<file path="src/rtl/zxuno_regbus_ctrl.sv">
// zxuno_regbus_ctrl
//   Front-end for the ZX-Uno extended register bus. Decodes Z80 I/O cycles to
//   the address port (ADDR_PORT) and data port (DATA_PORT), keeps the selected
//   register address, produces the read/write level strobes the register
//   peripherals consume, and merges the peripherals' read data onto one byte
//   with fixed lowest-index-wins priority plus a sticky contention flag.
//
//   Optional feature: define ZXUNO_ADDR_READBACK_EN to make reads of ADDR_PORT
//   return the current register address. Without it such reads are ignored.
//
// Ports
//   clk, rst_n          clock, asynchronous active-low reset
//   a, iorq_n, rd_n,    Z80 bus (synchronous to clk)
//   wr_n, din
//   per_dout, per_oe_n  peripheral read bytes (source i at [8*i+7:8*i]) and
//                       active-low output enables
//   zxuno_addr          selected register address
//   zxuno_regrd/regwr   level strobes while a data-port read/write is active
//   regaddr_changed     one-cycle pulse after zxuno_addr is loaded
//   dout, oe_n          byte for the CPU and its active-low drive enable
//   conflict            sticky: two or more sources enabled during a read
module zxuno_regbus_ctrl #(
  parameter int          NSRC      = 4,
  parameter logic [15:0] ADDR_PORT = 16'hFC3B,
  parameter logic [15:0] DATA_PORT = 16'hFD3B
) (
  input  logic              clk,
  input  logic              rst_n,
  input  logic [15:0]       a,
  input  logic              iorq_n,
  input  logic              rd_n,
  input  logic              wr_n,
  input  logic [7:0]        din,
  input  logic [8*NSRC-1:0] per_dout,
  input  logic [NSRC-1:0]   per_oe_n,
  output logic [7:0]        zxuno_addr,
  output logic              zxuno_regrd,
  output logic              zxuno_regwr,
  output logic              regaddr_changed,
  output logic [7:0]        dout,
  output logic              oe_n,
  output logic              conflict
);

  typedef enum logic [2:0] {
    S_IDLE = 3'd0,
    S_AWR  = 3'd1,
    S_DRD  = 3'd2,
    S_DWR  = 3'd3,
    S_ARD  = 3'd4
  } state_t;

  state_t state_q, state_d;
  logic   armed_q;     // iorq_n has been seen high since reset
  logic   aw, dw, dr;
  logic   addr_load;
  logic   src_hit, multi;
  logic [7:0] src_byte;

  assign aw = !iorq_n && !wr_n && (a == ADDR_PORT);
  assign dw = !iorq_n && !wr_n && (a == DATA_PORT);
  assign dr = !iorq_n && !rd_n && (a == DATA_PORT);

`ifdef ZXUNO_ADDR_READBACK_EN
  logic ar;
  assign ar = !iorq_n && !rd_n && (a == ADDR_PORT);
`endif

  // Next state. New cycles start only from IDLE, so one I/O cycle gets
  // exactly one action; active states wait for iorq_n to release.
  always_comb begin
    state_d = state_q;
    case (state_q)
      S_IDLE: begin
        if (armed_q) begin
          if (aw)      state_d = S_AWR;
          else if (dw) state_d = S_DWR;
          else if (dr) state_d = S_DRD;
`ifdef ZXUNO_ADDR_READBACK_EN
          else if (ar) state_d = S_ARD;
`endif
        end
      end
      default: if (iorq_n) state_d = S_IDLE;
    endcase
  end

  assign addr_load = (state_q == S_IDLE) && (state_d == S_AWR);

  // Lowest enabled index wins: scan high to low so the last hit sticks.
  always_comb begin
    src_hit  = 1'b0;
    multi    = 1'b0;
    src_byte = 8'hFF;
    for (int i = NSRC - 1; i >= 0; i--) begin
      if (!per_oe_n[i]) begin
        if (src_hit) multi = 1'b1;
        src_hit  = 1'b1;
        src_byte = per_dout[8*i +: 8];
      end
    end
  end

  always_ff @(posedge clk or negedge rst_n) begin
    if (!rst_n) begin
      state_q         <= S_IDLE;
      armed_q         <= 1'b0;
      zxuno_addr      <= 8'h00;
      regaddr_changed <= 1'b0;
      conflict        <= 1'b0;
    end else begin
      state_q         <= state_d;
      if (iorq_n) armed_q <= 1'b1;
      regaddr_changed <= addr_load;
      if (addr_load)
        zxuno_addr <= din;
      // Address-port write clears; regrd is never high in that cycle.
      if (addr_load)
        conflict <= 1'b0;
      else if (zxuno_regrd && multi)
        conflict <= 1'b1;
    end
  end

  assign zxuno_regrd = (state_q == S_DRD);
  assign zxuno_regwr = (state_q == S_DWR);

  always_comb begin
    oe_n = 1'b1;
    dout = 8'hFF;
    if (zxuno_regrd && src_hit) begin
      oe_n = 1'b0;
      dout = src_byte;
    end
`ifdef ZXUNO_ADDR_READBACK_EN
    if (state_q == S_ARD) begin
      oe_n = 1'b0;
      dout = zxuno_addr;
    end
`endif
  end

endmodule

</file>
<file path="config.mk">
export PLATFORM = sky130hd
export DESIGN_NAME = zxuno_regbus_ctrl
export DESIGN_NICKNAME = d
export VERILOG_FILES = /design/src/rtl/zxuno_regbus_ctrl.sv
export SDC_FILE = /design/constraint.sdc
export NUM_CORES = 1
export LEC_CHECK = 0
export ABC_CLOCK_PERIOD_IN_PS = 4200
export CAP_MARGIN = 25
export CORE_ASPECT_RATIO = 0.5
export CORE_MARGIN = 2
export CORE_UTILIZATION = 33
export DETAILED_ROUTE_END_ITERATION = 8
export PLACE_DENSITY = 0.92
export SYNTH_ARGS = -nofsm -noshare
export SYNTH_HDL_FRONTEND = slang
export SYNTH_SLANG_ARGS = --single-unit
</file>
<file path="constraint.sdc">
create_clock -name clk -period 4.2 [get_ports clk]
set_input_delay 0.42 -clock clk [delete_from_list [all_inputs] [get_ports clk]]
set_output_delay 0.42 -clock clk [all_outputs]
set_load 0.01 [all_outputs]
</file>
==> summary.md <==
| Metric | Value |
|---|---|
| Status | complete, no violations |
| PD cells | 194 mW/mm² |
| Total Routing Usage GR | between 20% and 30% |
| Post-synthesis sequential area ratio | 38.0% |
| Clock network power share | 36.9% |
| Routed Antenna Nets | 0 |
| Die Span X | 78.8 µm |
| Fmax | 0.363 GHz |
| Cts bufs inserted | 3 |
| HP Class | flop to flop |
| Synth cell types | 27 |
| Clk Latency, worst-skew pair | ~250 ps |
| Clk_skew | 4.00 ps |
| Critical path startpoint category | primary input |
| Vias in the first global route | about 1100 |
| DR pass1 iterations | 2 |
| Clk root buf | clkbuf_8 |
| Final #Nets | 260 |
| Hpwl dp | 2600 µm |
| Syn avg cell area | 8.23 µm² |
| Initial antenna violation count | 0 |
| Pin count of the biggest net entering global routing | 19 |
| Worst-path fanout max | 18 |
| CP Capture Type | primary output |
| Via count of the routed design | 1096 |
| Post-Syn Nets | around 180 |
| Minimum clock period | between 2000 and 3000 ps |
| CP arrival | between 2000 and 2500 ps |
| Core Rows | 13 |
| Max cap viols | 0 |
| Worst-path clk slew | 50 ps |
| Flop pwr share | 37.7% |
| Final instance area | 0.00185 mm² |
| Switching Share | between 20% and 30% |
| Core area | about 0.0026 mm² |
| Gr ovfl total | 0 |
| Leakage | 0.000775 µW |
| Period utilisation layout | 65.6% |
| Vias/cell | 4.74 |
| Post-CTS Hold Buffers | 0 |
| CTS tree | done |
| Worst Path Required | 3780 ps |
| Die ar. | 0.00326 mm² |
| # resized after CTS | 0 |
| Filler instances | roughly 190 |
| Share of cells above drive strength 1 | just over 9% |
| Syn Std Cell Area | roughly 920 µm² |
| H-tree Lvls | 1 |
| First-pass GRT wire length | 4810 µm |
| Flops & latches, synth | 14 |
| Comb pwr share | 25.4% |
| Top_reg_cell synth | dfrtp_1 |
| Flop-to-flop setup slack | 2410 ps |
| Pint | 280 µW |
| Switching pwr | 78.2 µW |
| Worst-margin pin slew | 642 ps |
| Die Span Y | between 40 and 50 µm |
| Worst vdd ir | 115 µV |
| Yosys Warn Count | 0 |
| Post-synth EDFFs | 0 |
| Final slew viol count | 0 |
| Final Hold Vio Count | 0 |
| Asr flop ratio synth | between 90% and 100% |
| N_diodes | 0 |
| WL final | 3140 µm |
| Initial core utilization | 35.2% |
| Setup tns final | 0 ps |
| PortBufs | 85 |
| Gp weighted congestion | 0.824 |
| Clk sinks | 14 |
| Worst relative slew slack | 57.0% |
| Class of the most critical setup path | primary input to primary output |
| Area Growth Syn to Fin | 100% |
| DR iter-0 viols | 24 |
| I/O pins | 86 |
| Max clock buf depth | 2 |
| Post-CTS setup buffers | 0 |
| Final Setup Violations | 0 |
| Wire per inst | between 10 and 15 µm |
| Area after DPL | between 0.0015 and 0.002 mm² |
| Post-route DRC | 0 |
| Cell count after synthesis | between 100 and 150 |
| RSZ-0062 raised after global routing | false |
[power groups by stage]
| stage | Clock, µW | Combinational, µW | Sequential [µW] |
|---|---|---|---|
| 3_5_place_dp | 0 | 90.8 | 137 |
| 6_report | 132 | 91.0 | 135 |
| 5_1_grt | 141 | 99.0 | 135 |
| 4_1_cts | 132 | 91.6 | 135 |
| 3_3_place_gp | 0 | 88.0 | 137 |
| 2_1_floorplan | 0 | 24.4 | 137 |
[placed cells by master, fill, tap and decap left out, types with 2 or more instances in the layout]
cell	netlist	routed
clkdlybuf4s50_1	0	85
o21ai_0	16	16
dfrtp_1	14	14
inv_1	11	11
nor2_1	11	11
nand2_1	10	10
a21oi_1	8	8
o22ai_1	8	8
mux2_2	8	8
clkbuf_8	0	4
nand4_1	2	2
a31oi_1	2	2
[cells by family after synthesis]
| logic type | after synthesis | synth area share, % |
|---|---|---|
| flops | 14 | 38.0 |
| simple gates | 35 | 22.1 |
| fa+ha+maj | 1 | 1.09 |
| compound gates | 36 | 21.6 |
| buf+inv | 18 | 7.46 |
| mux | 8 | 9.77 |
[flip-flops by register name (all words and copies together), names as in the netlist]
signal / count
armed_q: 1
conflict: 1
regaddr_changed: 1
state_q: 3
zxuno_addr: 8
[layer usage]
metal | wire length, µm | GRT usage [%] | vias to the layer above | part of all wire (%)
li1 | - | - | 559 | -
met2 | 1780 | 45.7 | 38 | 56
met4 | 80 | 8.77 | 0 | 2.5
met1 | 1140 | 19.2 | 489 | 36
met5 | 0 | 0 | - | 0
met3 | 153 | 4.53 | 10 | 4.9
[final timing paths]
kind / start / cells after the start / to
min in group asynchronous: rst_n / 1 / zxuno_addr[3]
min: armed_q / 1 / armed_q
min reg2reg: armed_q / 1 / armed_q
max reg2reg: state_q[0] / 4 / zxuno_addr[2]
max: per_oe_n[2] / 5 / dout[5]
max in group asynchronous: rst_n / 1 / state_q[0]
[per-stage QoR]
stage	setup WS (ps)	total power, µW	hold slack, ps	utilization [%]	instances
5_1_grt	1290	375	508	70.5	231
2_1_floorplan	2410	162	124	-	112
3_5_place_dp	1460	228	466	68.4	227
6_report	1440	358	470	70.5	231
3_3_place_gp	1520	225	460	68.4	227
4_1_cts	1440	359	481	70.5	231
[area by class of cell]
class                           count  area, µm²  share of cell area [%]
Clock buffer                        4       55.1                    2.98
Inverter                           11       41.3                    2.24
Multi-Input combinational cell     80        503                    27.2
Sequential cell                    14        350                    19.0
Tap cell                           37       46.3                    2.51
Timing Repair Buffer               85        851                    46.1
[critical path: stages]
cell and delay [ps]:
clkdlybuf4s50_1 790, nand3_1 180, o21a_1 310, nand2_1 100, clkdlybuf4s50_1 540
[synthesized netlist by cell type, drive strengths merged, types with 2 or more instances]
library cell | instances | area, µm²
a21oi | 8 | 40.0
clkbuf | 6 | 22.5
dfrtp | 14 | 350
nor3 | 2 | 21.3
inv | 11 | 41.3
mux2 | 8 | 90.1
nand4 | 2 | 12.5
nor2 | 11 | 41.3
o22ai | 8 | 50.1
nand2 | 10 | 37.5
a31oi | 2 | 12.5
o21ai | 16 | 80.1
nand3 | 2 | 22.5
(Power assumes the default switching activity.)
